[config.mk]
export PLATFORM = sky130hd
export DESIGN_NAME = game_state_ctrl
export DESIGN_NICKNAME = d
export VERILOG_FILES = /design/src/rtl/game_pkg.sv /design/src/rtl/bcd_add.sv /design/src/rtl/game_state_ctrl.sv
export SDC_FILE = /design/constraint.sdc
export NUM_CORES = 1
export LEC_CHECK = 0
export ABC_AREA = 1
export BUFFER_PORTS_ARGS = -buffer_cell sky130_fd_sc_hd__buf_4
export CAP_MARGIN = 15
export CORE_ASPECT_RATIO = 0.9
export CORE_UTILIZATION = 50
export CTS_BUF_LIST = sky130_fd_sc_hd__clkbuf_4
export CTS_CLUSTER_SIZE = 30
export DETAILED_ROUTE_END_ITERATION = 8
export GPL_ROUTABILITY_DRIVEN = 0
export PLACE_DENSITY_LB_ADDON = 0.08
export SLEW_MARGIN = 5
export SYNTH_ARGS = -nofsm -noshare
export SYNTH_HDL_FRONTEND = slang
export SYNTH_SLANG_ARGS = --single-unit
[constraint.sdc]
create_clock -name Clk -period 4.6 [get_ports Clk]
set_clock_uncertainty 0.05 [all_clocks]
set_input_delay 0.23 -clock Clk [delete_from_list [all_inputs] [get_ports Clk]]
set_output_delay 0.23 -clock Clk [all_outputs]
set_load 0.02 [all_outputs]
[src/rtl/game_pkg.sv]
// -----------------------------------------------------------------------------
// game_pkg
// Shared types and constants for the Pacman game-state controller:
//   game_state_t   - round FSM states (also driven out of the controller)
//   bcd_digit_t    - one packed BCD digit
//   PTS_*          - point values awarded per event
//   to_bcd()       - elaboration-time conversion of an integer to packed BCD,
//                    used to build the score addend constants (max 8 digits)
// -----------------------------------------------------------------------------
package game_pkg;

   typedef enum logic [2:0] {
      ST_IDLE     = 3'd0,
      ST_PLAY     = 3'd1,
      ST_DYING    = 3'd2,
      ST_WIN      = 3'd3,
      ST_GAMEOVER = 3'd4
   } game_state_t;

   typedef logic [3:0] bcd_digit_t;

   localparam int PTS_DOT        = 10;
   localparam int PTS_PELLET     = 50;
   localparam int PTS_GHOST_BASE = 200;

   localparam int BCD_MAX_DIGITS = 8;

   // Only ever called with constant arguments, so it folds away at elaboration.
   function automatic logic [4*BCD_MAX_DIGITS-1:0] to_bcd(input int unsigned value);
      logic [4*BCD_MAX_DIGITS-1:0] result;
      int unsigned                 rest;
      result = '0;
      rest   = value;
      for (int i = 0; i < BCD_MAX_DIGITS; i++) begin
         result[4*i +: 4] = 4'(rest % 10);
         rest             = rest / 10;
      end
      return result;
   endfunction

endpackage

[src/rtl/bcd_add.sv]
// -----------------------------------------------------------------------------
// bcd_add
// Combinational packed-BCD adder with saturation. Adds i_b to i_a digit by
// digit with a ripple carry; if the top digit carries out the result clamps
// to all 9s instead of wrapping.
//   i_a   [4*DIGITS-1:0] : running value (valid BCD), digit 0 in LSBs
//   i_b   [4*DIGITS-1:0] : addend (valid BCD), digit 0 in LSBs
//   o_sum [4*DIGITS-1:0] : saturated BCD sum
// -----------------------------------------------------------------------------
module bcd_add
   import game_pkg::*;
#(
   parameter int DIGITS = 4
) (
   input  logic [4*DIGITS-1:0] i_a,
   input  logic [4*DIGITS-1:0] i_b,
   output logic [4*DIGITS-1:0] o_sum
);

   bcd_digit_t w_a_dig;
   bcd_digit_t w_b_dig;
   logic [4:0] w_digit;
   logic       w_carry;

   // NOTE: every signal written in a combinational block gets a default on
   // entry; a path that leaves one unassigned would infer a latch.
   always_comb begin
      w_carry = 1'b0;
      w_a_dig = '0;
      w_b_dig = '0;
      w_digit = '0;
      o_sum   = '0;
      for (int i = 0; i < DIGITS; i++) begin
         w_a_dig = i_a[4*i +: 4];
         w_b_dig = i_b[4*i +: 4];
         w_digit = {1'b0, w_a_dig} + {1'b0, w_b_dig} + {4'b0000, w_carry};
         // Decimal correction: adding 6 skips the six unused nibble codes.
         if (w_digit > 5'd9) begin
            w_digit = w_digit + 5'd6;
            w_carry = 1'b1;
         end else begin
            w_carry = 1'b0;
         end
         o_sum[4*i +: 4] = w_digit[3:0];
      end
      if (w_carry) begin
         o_sum = {DIGITS{4'h9}};
      end
   end

endmodule

[src/rtl/game_state_ctrl.sv]
// -----------------------------------------------------------------------------
// game_state_ctrl
// Pacman round controller: round FSM, BCD score, lives, dots remaining,
// frightened-mode timer and ghost combo multiplier. All outputs registered.
// Inputs : Clk, Reset_n (async, active-low), frame_tick (one pulse per frame),
//          start (level), dot_eaten / pellet_eaten / ghost_eaten / ghost_hit
//          (one-cycle pulses, honoured only in PLAY).
// Outputs: score_bcd (digit 0 in LSBs), lives, dots_left, state, frightened,
//          restart / lifeDown (one-cycle pulses on the first cycle of the new
//          state), win / lose (high while in WIN / GAMEOVER).
// -----------------------------------------------------------------------------
module game_state_ctrl
   import game_pkg::*;
#(
   parameter int SCORE_DIGITS  = 4,   // 1..8
   parameter int LIVES_INIT    = 3,
   parameter int LIVES_W       = 4,
   parameter int DOT_COUNT     = 240,
   parameter int DOTS_W        = 9,
   parameter int FRIGHT_FRAMES = 360,
   parameter int DEATH_FRAMES  = 90
) (
   input  logic                      Clk,
   input  logic                      Reset_n,
   input  logic                      frame_tick,
   input  logic                      start,
   input  logic                      dot_eaten,
   input  logic                      pellet_eaten,
   input  logic                      ghost_eaten,
   input  logic                      ghost_hit,
   output logic [4*SCORE_DIGITS-1:0] score_bcd,
   output logic [LIVES_W-1:0]        lives,
   output logic [DOTS_W-1:0]         dots_left,
   output game_state_t               state,
   output logic                      frightened,
   output logic                      restart,
   output logic                      lifeDown,
   output logic                      win,
   output logic                      lose
);

   localparam int SW   = 4*SCORE_DIGITS;
   localparam int FR_W = $clog2(FRIGHT_FRAMES + 1);
   localparam int DT_W = $clog2(DEATH_FRAMES + 1);

   localparam logic [FR_W-1:0]    FRIGHT_LOAD = FR_W'(FRIGHT_FRAMES);
   localparam logic [DT_W-1:0]    DEATH_LAST  = DT_W'(DEATH_FRAMES - 1);
   localparam logic [DOTS_W-1:0]  DOTS_LOAD   = DOTS_W'(DOT_COUNT);
   localparam logic [LIVES_W-1:0] LIVES_LOAD  = LIVES_W'(LIVES_INIT);

   localparam logic [SW-1:0] BCD_DOT    = SW'(to_bcd(PTS_DOT));
   localparam logic [SW-1:0] BCD_PELLET = SW'(to_bcd(PTS_PELLET));
   localparam logic [SW-1:0] BCD_GHOST0 = SW'(to_bcd(PTS_GHOST_BASE));
   localparam logic [SW-1:0] BCD_GHOST1 = SW'(to_bcd(PTS_GHOST_BASE * 2));
   localparam logic [SW-1:0] BCD_GHOST2 = SW'(to_bcd(PTS_GHOST_BASE * 4));
   localparam logic [SW-1:0] BCD_GHOST3 = SW'(to_bcd(PTS_GHOST_BASE * 8));

   game_state_t         r_state;
   logic [SW-1:0]       r_score;
   logic [LIVES_W-1:0]  r_lives;
   logic [DOTS_W-1:0]   r_dots;
   logic [FR_W-1:0]     r_fright_cnt;
   logic [DT_W-1:0]     r_death_cnt;
   logic [1:0]          r_combo;
   logic                r_pend_dot, r_pend_pellet, r_pend_ghost;
   logic [1:0]          r_pend_combo;   // combo captured when a ghost was queued
   logic                r_frightened, r_restart, r_life_down, r_win, r_lose;

   game_state_t         w_state_nxt;
   logic [SW-1:0]       w_score_nxt, w_addend, w_sum;
   logic [LIVES_W-1:0]  w_lives_nxt;
   logic [DOTS_W-1:0]   w_dots_nxt;
   logic [FR_W-1:0]     w_fright_nxt;
   logic [DT_W-1:0]     w_death_nxt;
   logic [1:0]          w_combo_nxt, w_ghost_combo, w_pend_combo_nxt;
   logic                w_new_game, w_in_play, w_dot, w_pellet, w_ghost, w_death;
   logic                w_req_dot, w_req_pellet, w_req_ghost;
   logic                w_svc_dot, w_svc_pellet, w_svc_ghost;

   bcd_add #(.DIGITS(SCORE_DIGITS)) u_bcd_add (
      .i_a   (r_score),
      .i_b   (w_addend),
      .o_sum (w_sum)
   );

   always_comb begin
      w_in_play  = (r_state == ST_PLAY);
      w_new_game = ((r_state == ST_IDLE) || (r_state == ST_GAMEOVER)) && start;
      w_dot      = w_in_play && dot_eaten;
      w_pellet   = w_in_play && pellet_eaten;
      w_ghost    = w_in_play && ghost_eaten && r_frightened;
      w_death    = w_in_play && ghost_hit && !r_frightened;

      // Fresh pulses join the pending set so an uncontended event scores on
      // the very next edge; the winner is the highest-value request.
      w_req_dot     = r_pend_dot    || w_dot;
      w_req_pellet  = r_pend_pellet || w_pellet;
      w_req_ghost   = r_pend_ghost  || w_ghost;
      w_ghost_combo = r_pend_ghost ? r_pend_combo : r_combo;

      w_svc_dot    = 1'b0;
      w_svc_pellet = 1'b0;
      w_svc_ghost  = 1'b0;
      w_addend     = '0;
      if (w_req_ghost) begin
         w_svc_ghost = 1'b1;
         case (w_ghost_combo)
            2'd0: w_addend = BCD_GHOST0;
            2'd1: w_addend = BCD_GHOST1;
            2'd2: w_addend = BCD_GHOST2;
            2'd3: w_addend = BCD_GHOST3;
         endcase
      end else if (w_req_pellet) begin
         w_svc_pellet = 1'b1;
         w_addend     = BCD_PELLET;
      end else if (w_req_dot) begin
         w_svc_dot = 1'b1;
         w_addend  = BCD_DOT;
      end
      w_score_nxt      = (w_req_ghost || w_req_pellet || w_req_dot) ? w_sum : r_score;
      w_pend_combo_nxt = (w_ghost && !r_pend_ghost) ? r_combo : r_pend_combo;

      w_dots_nxt = r_dots;
      if (w_dot && (r_dots != '0)) begin
         w_dots_nxt = r_dots - DOTS_W'(1);
      end

      w_lives_nxt = r_lives;
      if (w_death && (r_lives != '0)) begin
         w_lives_nxt = r_lives - LIVES_W'(1);
      end

      // Pellet reload beats a coincident frame_tick; a death kills the timer.
      w_fright_nxt = r_fright_cnt;
      if (w_death) begin
         w_fright_nxt = '0;
      end else if (w_pellet) begin
         w_fright_nxt = FRIGHT_LOAD;
      end else if (frame_tick && (r_fright_cnt != '0)) begin
         w_fright_nxt = r_fright_cnt - FR_W'(1);
      end

      // The ghost being eaten this cycle was priced with the old combo.
      w_combo_nxt = r_combo;
      if (w_ghost && (r_combo != 2'd3)) begin
         w_combo_nxt = r_combo + 2'd1;
      end
      if (w_pellet || (w_fright_nxt == '0)) begin
         w_combo_nxt = 2'd0;
      end

      w_death_nxt = r_death_cnt;
      if (w_death) begin
         w_death_nxt = '0;
      end else if ((r_state == ST_DYING) && frame_tick) begin
         w_death_nxt = r_death_cnt + DT_W'(1);
      end

      w_state_nxt = r_state;
      case (r_state)
         ST_IDLE, ST_GAMEOVER: if (start) w_state_nxt = ST_PLAY;
         ST_PLAY: begin
            if (w_death)             w_state_nxt = ST_DYING;
            else if (r_dots == '0)   w_state_nxt = ST_WIN;
         end
         ST_DYING: begin
            if (frame_tick && (r_death_cnt == DEATH_LAST)) begin
               w_state_nxt = (r_lives == '0) ? ST_GAMEOVER : ST_PLAY;
            end
         end
         ST_WIN: begin
            if (start) begin
               w_state_nxt = ST_PLAY;
               w_dots_nxt  = DOTS_LOAD;
            end
         end
         default: w_state_nxt = ST_IDLE;
      endcase

      if (w_new_game) begin
         w_score_nxt = '0;
         w_lives_nxt = LIVES_LOAD;
         w_dots_nxt  = DOTS_LOAD;
         w_combo_nxt = 2'd0;
      end
   end

   // NOTE: sequential state uses non-blocking assignments so every register
   // samples the pre-edge values regardless of statement order.
   always_ff @(posedge Clk or negedge Reset_n) begin
      if (!Reset_n) begin
         r_state       <= ST_IDLE;
         r_score       <= '0;
         r_lives       <= LIVES_LOAD;
         r_dots        <= DOTS_LOAD;
         r_fright_cnt  <= '0;
         r_death_cnt   <= '0;
         r_combo       <= 2'd0;
         r_pend_dot    <= 1'b0;
         r_pend_pellet <= 1'b0;
         r_pend_ghost  <= 1'b0;
         r_pend_combo  <= 2'd0;
         r_frightened  <= 1'b0;
         r_restart     <= 1'b0;
         r_life_down   <= 1'b0;
         r_win         <= 1'b0;
         r_lose        <= 1'b0;
      end else begin
         r_state       <= w_state_nxt;
         r_score       <= w_score_nxt;
         r_lives       <= w_lives_nxt;
         r_dots        <= w_dots_nxt;
         r_fright_cnt  <= w_fright_nxt;
         r_death_cnt   <= w_death_nxt;
         r_combo       <= w_combo_nxt;
         r_pend_dot    <= !w_new_game && w_req_dot    && !w_svc_dot;
         r_pend_pellet <= !w_new_game && w_req_pellet && !w_svc_pellet;
         r_pend_ghost  <= !w_new_game && w_req_ghost  && !w_svc_ghost;
         r_pend_combo  <= w_pend_combo_nxt;
         r_frightened  <= (w_fright_nxt != '0);
         r_restart     <= (w_state_nxt == ST_PLAY) && (r_state != ST_PLAY);
         r_life_down   <= w_death;
         r_win         <= (w_state_nxt == ST_WIN);
         r_lose        <= (w_state_nxt == ST_GAMEOVER);
      end
   end

   assign score_bcd  = r_score;
   assign lives      = r_lives;
   assign dots_left  = r_dots;
   assign state      = r_state;
   assign frightened = r_frightened;
   assign restart    = r_restart;
   assign lifeDown   = r_life_down;
   assign win        = r_win;
   assign lose       = r_lose;

endmodule
After elaboration in Yosys (flattened, before gate mapping)
Cells that the tools add are included.
- register bits after elaboration: 60
- bits in latches: 0
- RAM bits: 0
- bits in read-only memories: 0
- output and inout bits: 37
- word-level logic and storage cells: 139
- memories: 0
- $add $sub $neg: 16
- $mul: 0
- div/mod/pow operators: 0
- magnitude comparators: 4
- equality and inequality tests: 13
- shift-type cells: 0
- multiplexer cells: 42
- bitwise operators: 0
- reductions and logical operators: 48
- operator list (kind ; count):
    two-way mux 16 bit ; 4
    one-hot mux 16 bit (4 select lines) ; 1
    two-way mux 9 bit ; 7
    nonzero test 9 bit ; 3
    two-way mux 4 bit ; 6
    logical AND 1 bit ; 21
    two-way mux 7 bit ; 3
    adder 4 x 4 -> 5 bit ; 4
    greater-than comparator 5 x 4 -> 1 bit (second input constant) ; 4
    zero test 9 bit ; 2
    subtractor 9 x 1 -> 9 bit (second input constant) ; 2
    adder 4 x 3 -> 4 bit (second input constant) ; 4
    adder 5 x 1 -> 5 bit ; 3
    two-way mux 3 bit ; 5
    two-way mux 1 bit ; 10
    equality test 3 x 2 -> 1 bit (second input constant) ; 3
    one-hot mux 3 bit (3 select lines) ; 1
    two-way mux 2 bit ; 4
    adder 7 x 1 -> 7 bit (second input constant) ; 1
    equality test 7 bit (second input constant) ; 1
    logical OR 1 bit ; 7
    equality test 3 x 1 -> 1 bit (second input constant) ; 2
    equality test 3 bit (second input constant) ; 2
    zero test 1 bit ; 6
    14 further kinds ; 17

Longest topological paths before layout
- depth after elaboration: 21
- mapped depth: 33

By module
A second synthesis with hierarchy kept.
- cells, all modules: 535
- area total of the unflattened synthesis: 4036.4 um^2
- by module, submodules not included (module ; times used ; cells an instance ; area an instance (um^2) ; seq. area each (um^2)):
    game_state_ctrl ; 1 ; 387 ; 3120.5 ; 1508.9
    bcd_add ; 1 ; 148 ; 915.9 ; 0.0

Worst setup path after synthesis
No wires, ideal clock.
- path kind: flip-flop to flip-flop
- start: reg r_state[1] (netlist: state[1])
- end: reg r_score[1] (netlist: score_bcd[1])
- library setup time: 0.077 ns
- data arrival time: 4.888 ns
- data required time: 4.473 ns
- setup slack: -0.415 ns
- stages on the path, launching flop included: 34
- path buffers: 0
- cells stage by stage: dfrtp_1 > inv_1 > nand3_4 > nor2_1 > nor2_4 > inv_1 > nor2_1 > a21oi_1 > fa_1 > inv_1 > ha_1 > nand2_1 > a21oi_1 > inv_1 > nand2_1 > ha_1 > inv_1 > fa_1 > or2_2 > nand2_1 > nand2_1 > nand2_1 > nand2_1 > fa_1 > ha_1 > a21oi_1 > nand2_1 > nand2_1 > nand2_1 > inv_1 > nand2_1 > nand2_4 > a21oi_1 > a21oi_1
- longest elaborated chain between the ends: 20
- elaborated cells between the ends (all ways): 38
- RTL lines (item ; line ; source):
    start: declaration ; game_state_ctrl.sv:58 ; game_state_t r_state;
    start signal: assignment ; game_state_ctrl.sv:209 ; r_state <= w_state_nxt;
    equality test 3 x 1 -> 1 bit ; game_state_ctrl.sv:87 ; w_in_play = (r_state == ST_PLAY);
    logical AND 1 bit, on equally long branches ; game_state_ctrl.sv:90, game_state_ctrl.sv:91 ;
    logical OR 1 bit or logical AND 1 bit (tied branches) ; game_state_ctrl.sv:97, game_state_ctrl.sv:91 ;
    two-way mux 7 bit or logical OR 1 bit (tied branches) ; game_state_ctrl.sv:113, game_state_ctrl.sv:98 ;
    two-way mux 16 bit ; game_state_ctrl.sv:105 ; if (w_req_ghost) begin
    adder 4 x 4 -> 5 bit ; bcd_add.sv:36 ; w_digit = {1'b0, w_a_dig} + {1'b0, w_b_dig} + {4'b0000, w_carry};
    greater-than comparator 5 x 4 -> 1 bit ; bcd_add.sv:38 ; if (w_digit > 5'd9) begin
    two-way mux 1 bit ; bcd_add.sv:38 ;
    (+4 left out) ; n/a ;
    greater-than comparator 5 x 4 -> 1 bit ; bcd_add.sv:38 ;
    two-way mux 1 bit ; bcd_add.sv:38 ;
    adder 5 x 1 -> 5 bit ; bcd_add.sv:36 ;
    greater-than comparator 5 x 4 -> 1 bit ; bcd_add.sv:38 ;
    two-way mux 1 bit ; bcd_add.sv:38 ;
    two-way mux 16 bit ; bcd_add.sv:46 ; if (w_carry) begin
    two-way mux 16 bit ; game_state_ctrl.sv:120 ; w_score_nxt = (w_req_ghost || w_req_pellet || w_req_dot) ? w_sum : r_score;
    two-way mux 16 bit ; game_state_ctrl.sv:180 ; if (w_new_game) begin
    end signal: assignment ; game_state_ctrl.sv:210 ; r_score <= w_score_nxt;
    end: declaration ; game_state_ctrl.sv:59 ; logic [SW-1:0] r_score;
Parallel ways exist; a longest one is shown, timed or not. The select of a mux whose other input is x is not followed.
A chain may end at the register's enable or synchronous reset.

Final worst setup path
- start: reg r_score[1] (netlist: score_bcd[1])
- end: reg r_score[7] (netlist: score_bcd[7])
- longest elaborated chain between the ends: 15
- elaborated cells between the ends (all ways): 17
- RTL lines (item ; line):
    adder 4 x 4 -> 5 bit (*) ; bcd_add.sv:36
    greater-than comparator 5 x 4 -> 1 bit (*) ; bcd_add.sv:38
    two-way mux 1 bit (*) ; bcd_add.sv:38
    adder 5 x 1 -> 5 bit (*) ; bcd_add.sv:36
    greater-than comparator 5 x 4 -> 1 bit ; bcd_add.sv:38
    two-way mux 1 bit ; bcd_add.sv:38
    adder 5 x 1 -> 5 bit ; bcd_add.sv:36
    greater-than comparator 5 x 4 -> 1 bit ; bcd_add.sv:38
    two-way mux 1 bit ; bcd_add.sv:38
    adder 5 x 1 -> 5 bit ; bcd_add.sv:36
    greater-than comparator 5 x 4 -> 1 bit ; bcd_add.sv:38
    two-way mux 1 bit ; bcd_add.sv:38
    two-way mux 16 bit (*) ; bcd_add.sv:46
    two-way mux 16 bit (*) ; game_state_ctrl.sv:120
    two-way mux 16 bit (*) ; game_state_ctrl.sv:180
Mark *: on every way between the ends. The rest lies on a longest branch, timed or not. The select of a mux whose other input is x is not followed.

==> results.sh <==
export IMPL_outcome="complete, but fails checks"
export IMPL_violations="negative setup slack"
export IMPL_final_core_util_pct=70.7
export IMPL_cts_tree="built"
export IMPL_dr_pass1_iters=4
export IMPL_power_density_nw_per_um2=846
export IMPL_min_path_cells=3
export IMPL_worst_slack_ns=-0.209
export IMPL_synth_cells=463
export IMPL_hpwl_mm=6.05
export IMPL_drtIter0Drc=165
export IMPL_finalSetupViolations=12
export IMPL_filler_cell_count=556
export IMPL_wl_mm=9.62
export IMPL_post_synth_cell_area_avg_sq_um=7.90
export IMPL_seq_area_sq_um=1510
export IMPL_die_x_microns=92.2
export IMPL_place_area_sq_um=4340
export IMPL_r2r_cells=34
export IMPL_yosysSeqAreaShare_pct=41.2
export IMPL_cp_slowest_cell="fa_2"
export IMPL_cts_htree_levels=3
export IMPL_final_common_cell="buf_4"
export IMPL_yosys_register_bits=60
export IMPL_mostFrequentLayoutCells="buf_4 (102), nand2_1 (86), inv_1 (68), dfrtp_1 (51), nand3_1 (40)"
export IMPL_p_int_mw=2.36
export IMPL_finalNetCount=607
export IMPL_cts_root_buf="clkbuf_4"
export IMPL_slew_headroom_pct=44.0
export IMPL_clock_sinks=60
export IMPL_wl_per_cell_microns=14.3
export IMPL_min_path_type="in -> reg"
export IMPL_required_ns=4.83
export IMPL_die_area_sq_um=7660
export IMPL_p_clk_share_pct=10.0
export IMPL_grt_pass1_wl_mm=15.6
export IMPL_swShare_pct=44.3
export IMPL_antenna_left=0
export IMPL_min_period_ns=4.81
export IMPL_crit_arrival_ns=5.04
export IMPL_synthSimpleGateAreaFrac_pct=28.2
export IMPL_grt_use_total_pct=25.6
export IMPL_synth_adder_area_share_pct=8.82
export IMPL_timing_fmax_mhz=208
export IMPL_synth_edf_count=0
export IMPL_multi_input_area_sq_um=2100
export IMPL_combPwrFrac_pct=69.0
export IMPL_netlist_area_sq_um=3660
export IMPL_core_area_sq_um=7080
export IMPL_cts_buffers=9
export IMPL_areaGrowthSynthToFinish_pct=36.7
export IMPL_synth_xor_area_share_pct=2.87
export IMPL_clkTransAtPathRegs_ns=0.11
export IMPL_drv_cap=0
export IMPL_cts_path_max_buffers=2
export IMPL_vias=3471
export IMPL_drv_slew=0
export IMPL_drc_errors=0
export IMPL_crit_path_start_kind="register"
export IMPL_power_frac_seq_pct=21.1
export IMPL_die_h_microns=83.2
export IMPL_synth_ff_type="dfrtp_1"
export IMPL_worstMarginPinSlew_ns=0.840
export IMPL_overflow=0
export IMPL_cpMostUsedCell="buf_4"
export IMPL_synth_compound_gate_area_share_pct=9.30
export IMPL_p_sw_mw=1.87
export IMPL_yosys_warnings=0
export IMPL_numPortBuffers=44
export IMPL_finalCritPeriodShare_pct=105
export IMPL_ys_types=42
export IMPL_antenna_found_initial=1
export IMPL_layout_drive_gt1_share_pct=35.3
export IMPL_synth_mux_area_share_pct=0
export IMPL_synth_top_family_by_area="simple AND/OR/NAND/NOR gates"
export IMPL_start_util_pct=51.7
export IMPL_max_stage_delay_ns=0.43
export IMPL_place_ws_ns=-0.0796
export IMPL_final_area_sq_um=5000
export IMPL_rsz0062_at_grt="yes"
export IMPL_ir_worst_vdd_mv=0.823
export IMPL_grt_max_degree=61
export IMPL_rows=29
export IMPL_viasPerCell=5.15
export IMPL_io_pins=45
export IMPL_insertion_delay_ns=0.40
export IMPL_grt_pass1_vias=3380
export IMPL_synth_nets=495
export IMPL_worstPathMaxFanout=3
export IMPL_crit_type="reg -> reg"
export IMPL_hold_violations=0
export IMPL_async_flop_share_pct=100
export IMPL_power_leakage_nw=2.61
export IMPL_end_kind="register"
==> power groups by stage <==
stage	clock network [mW]	registers, mW	logic, mW
finish	0.421	0.891	2.92
global route	0.457	0.913	3.16
CTS	0.431	0.885	2.40
detailed placement	0	0.886	1.98
global placement	0	0.882	1.93
floorplan	0	0.995	1.16
==> timing repair <==
action / 4_1_cts / 5_1_grt
gates resized for setup: 22 / 37
hold endpoints to repair: 54 / 0
pin swaps: 12 / 30
endpoints found under the setup margin: 10 / 15
buffers inserted: 24 / 11
hold buffers: 1 / 0
==> synth_stat cells, types with 5 or more instances <==
| cell type | number | share of area [%] |
|---|---|---|
| nor2_1 | 44 | 4.5 |
| xor2_1 | 9 | 2.2 |
| inv_1 | 79 | 8.1 |
| nand3_1 | 42 | 5.7 |
| ha_1 | 21 | 7.2 |
| nor3_1 | 7 | 0.96 |
| o21ai_0 | 26 | 3.6 |
| dfstp_2 | 6 | 4.3 |
| nor2_4 | 5 | 1.5 |
| dfrtp_1 | 54 | 37 |
| nand2_1 | 99 | 10 |
| a21oi_1 | 24 | 3.3 |
==> sequential cells by signal, indices dropped and copies added (netlist names) <==
| register | count |
|---|---|
| score_bcd | 16 |
| dots_left | 9 |
| r_fright_cnt | 9 |
| r_death_cnt | 7 |
| lives | 4 |
| state | 3 |
| r_combo | 2 |
| r_pend_combo | 2 |
| frightened | 1 |
| lifeDown | 1 |
| lose | 1 |
| r_pend_dot | 1 |
| r_pend_ghost | 1 |
| r_pend_pellet | 1 |
| restart | 1 |
| win | 1 |
==> cell type report <==
type | instances | area share [%]
Timing Repair Buffer | 106 | 16.2
Clock buffer | 10 | 1.50
Clock inverter | 6 | 1.58
Inverter | 81 | 6.18
Sequential cell | 60 | 30.2
Multi-Input combinational cell | 317 | 41.9
Tap cell | 93 | 2.33
Antenna cell | 1 | 0.0500
==> final timing paths <==
| check | startpoint | end | slack, ns |
|---|---|---|---|
| setup / recovery | score_bcd[1] | score_bcd[7] | -0.21 |
| hold reg to reg | dots_left[6] | dots_left[6] | 0.46 |
| max in group asynchronous | Reset_n | state[2] | 3.59 |
| hold / removal | ghost_hit | lifeDown | 0.09 |
| min in group asynchronous | Reset_n | r_death_cnt[0] | 0.38 |
| setup reg to reg | score_bcd[1] | score_bcd[7] | -0.21 |
==> through the flow <==
step / cells / hold slack (ns) / TNS, ns / total power [mW]
4_1_cts: 662 / 0.0721 / 0 / 3.72
5_1_grt: 674 / 0.0477 / -3.53 / 4.53
3_3_place_gp: 621 / 0.314 / 0 / 2.81
2_1_floorplan: 463 / -0.116 / 0 / 2.15
3_5_place_dp: 621 / 0.310 / -0.537 / 2.86
6_report: 674 / 0.0902 / -0.807 / 4.23
==> metal layers <==
layer	track usage, %	routed length, microns	vias to the layer above
met1	34.2	4320	1633
met2	40.5	4530	108
met3	6.41	495	27
li1	-	-	1703
met4	9.09	278	0
met5	0	0	-
==> critical path, delay by kind of cell (launching register included) <==
kind / cells / cell delay, ns
buf+inv: 22 / 2.57
fa+ha+maj: 4 / 0.99
flops: 1 / 0.38
simple gates: 4 / 0.34
compound gates: 3 / 0.25
xor+xnor: 1 / 0.08
==> kinds of logic after synthesis <==
group / Yosys count
AND/OR/NAND/NOR: 218
buffers and inverters: 86
AO/OA/AOI/OAI: 62
flip-flops: 60
adder cells (fa/ha/maj): 24
XOR/XNOR: 12
other: 1
Note: power is estimated with default switching activity, not from simulation.
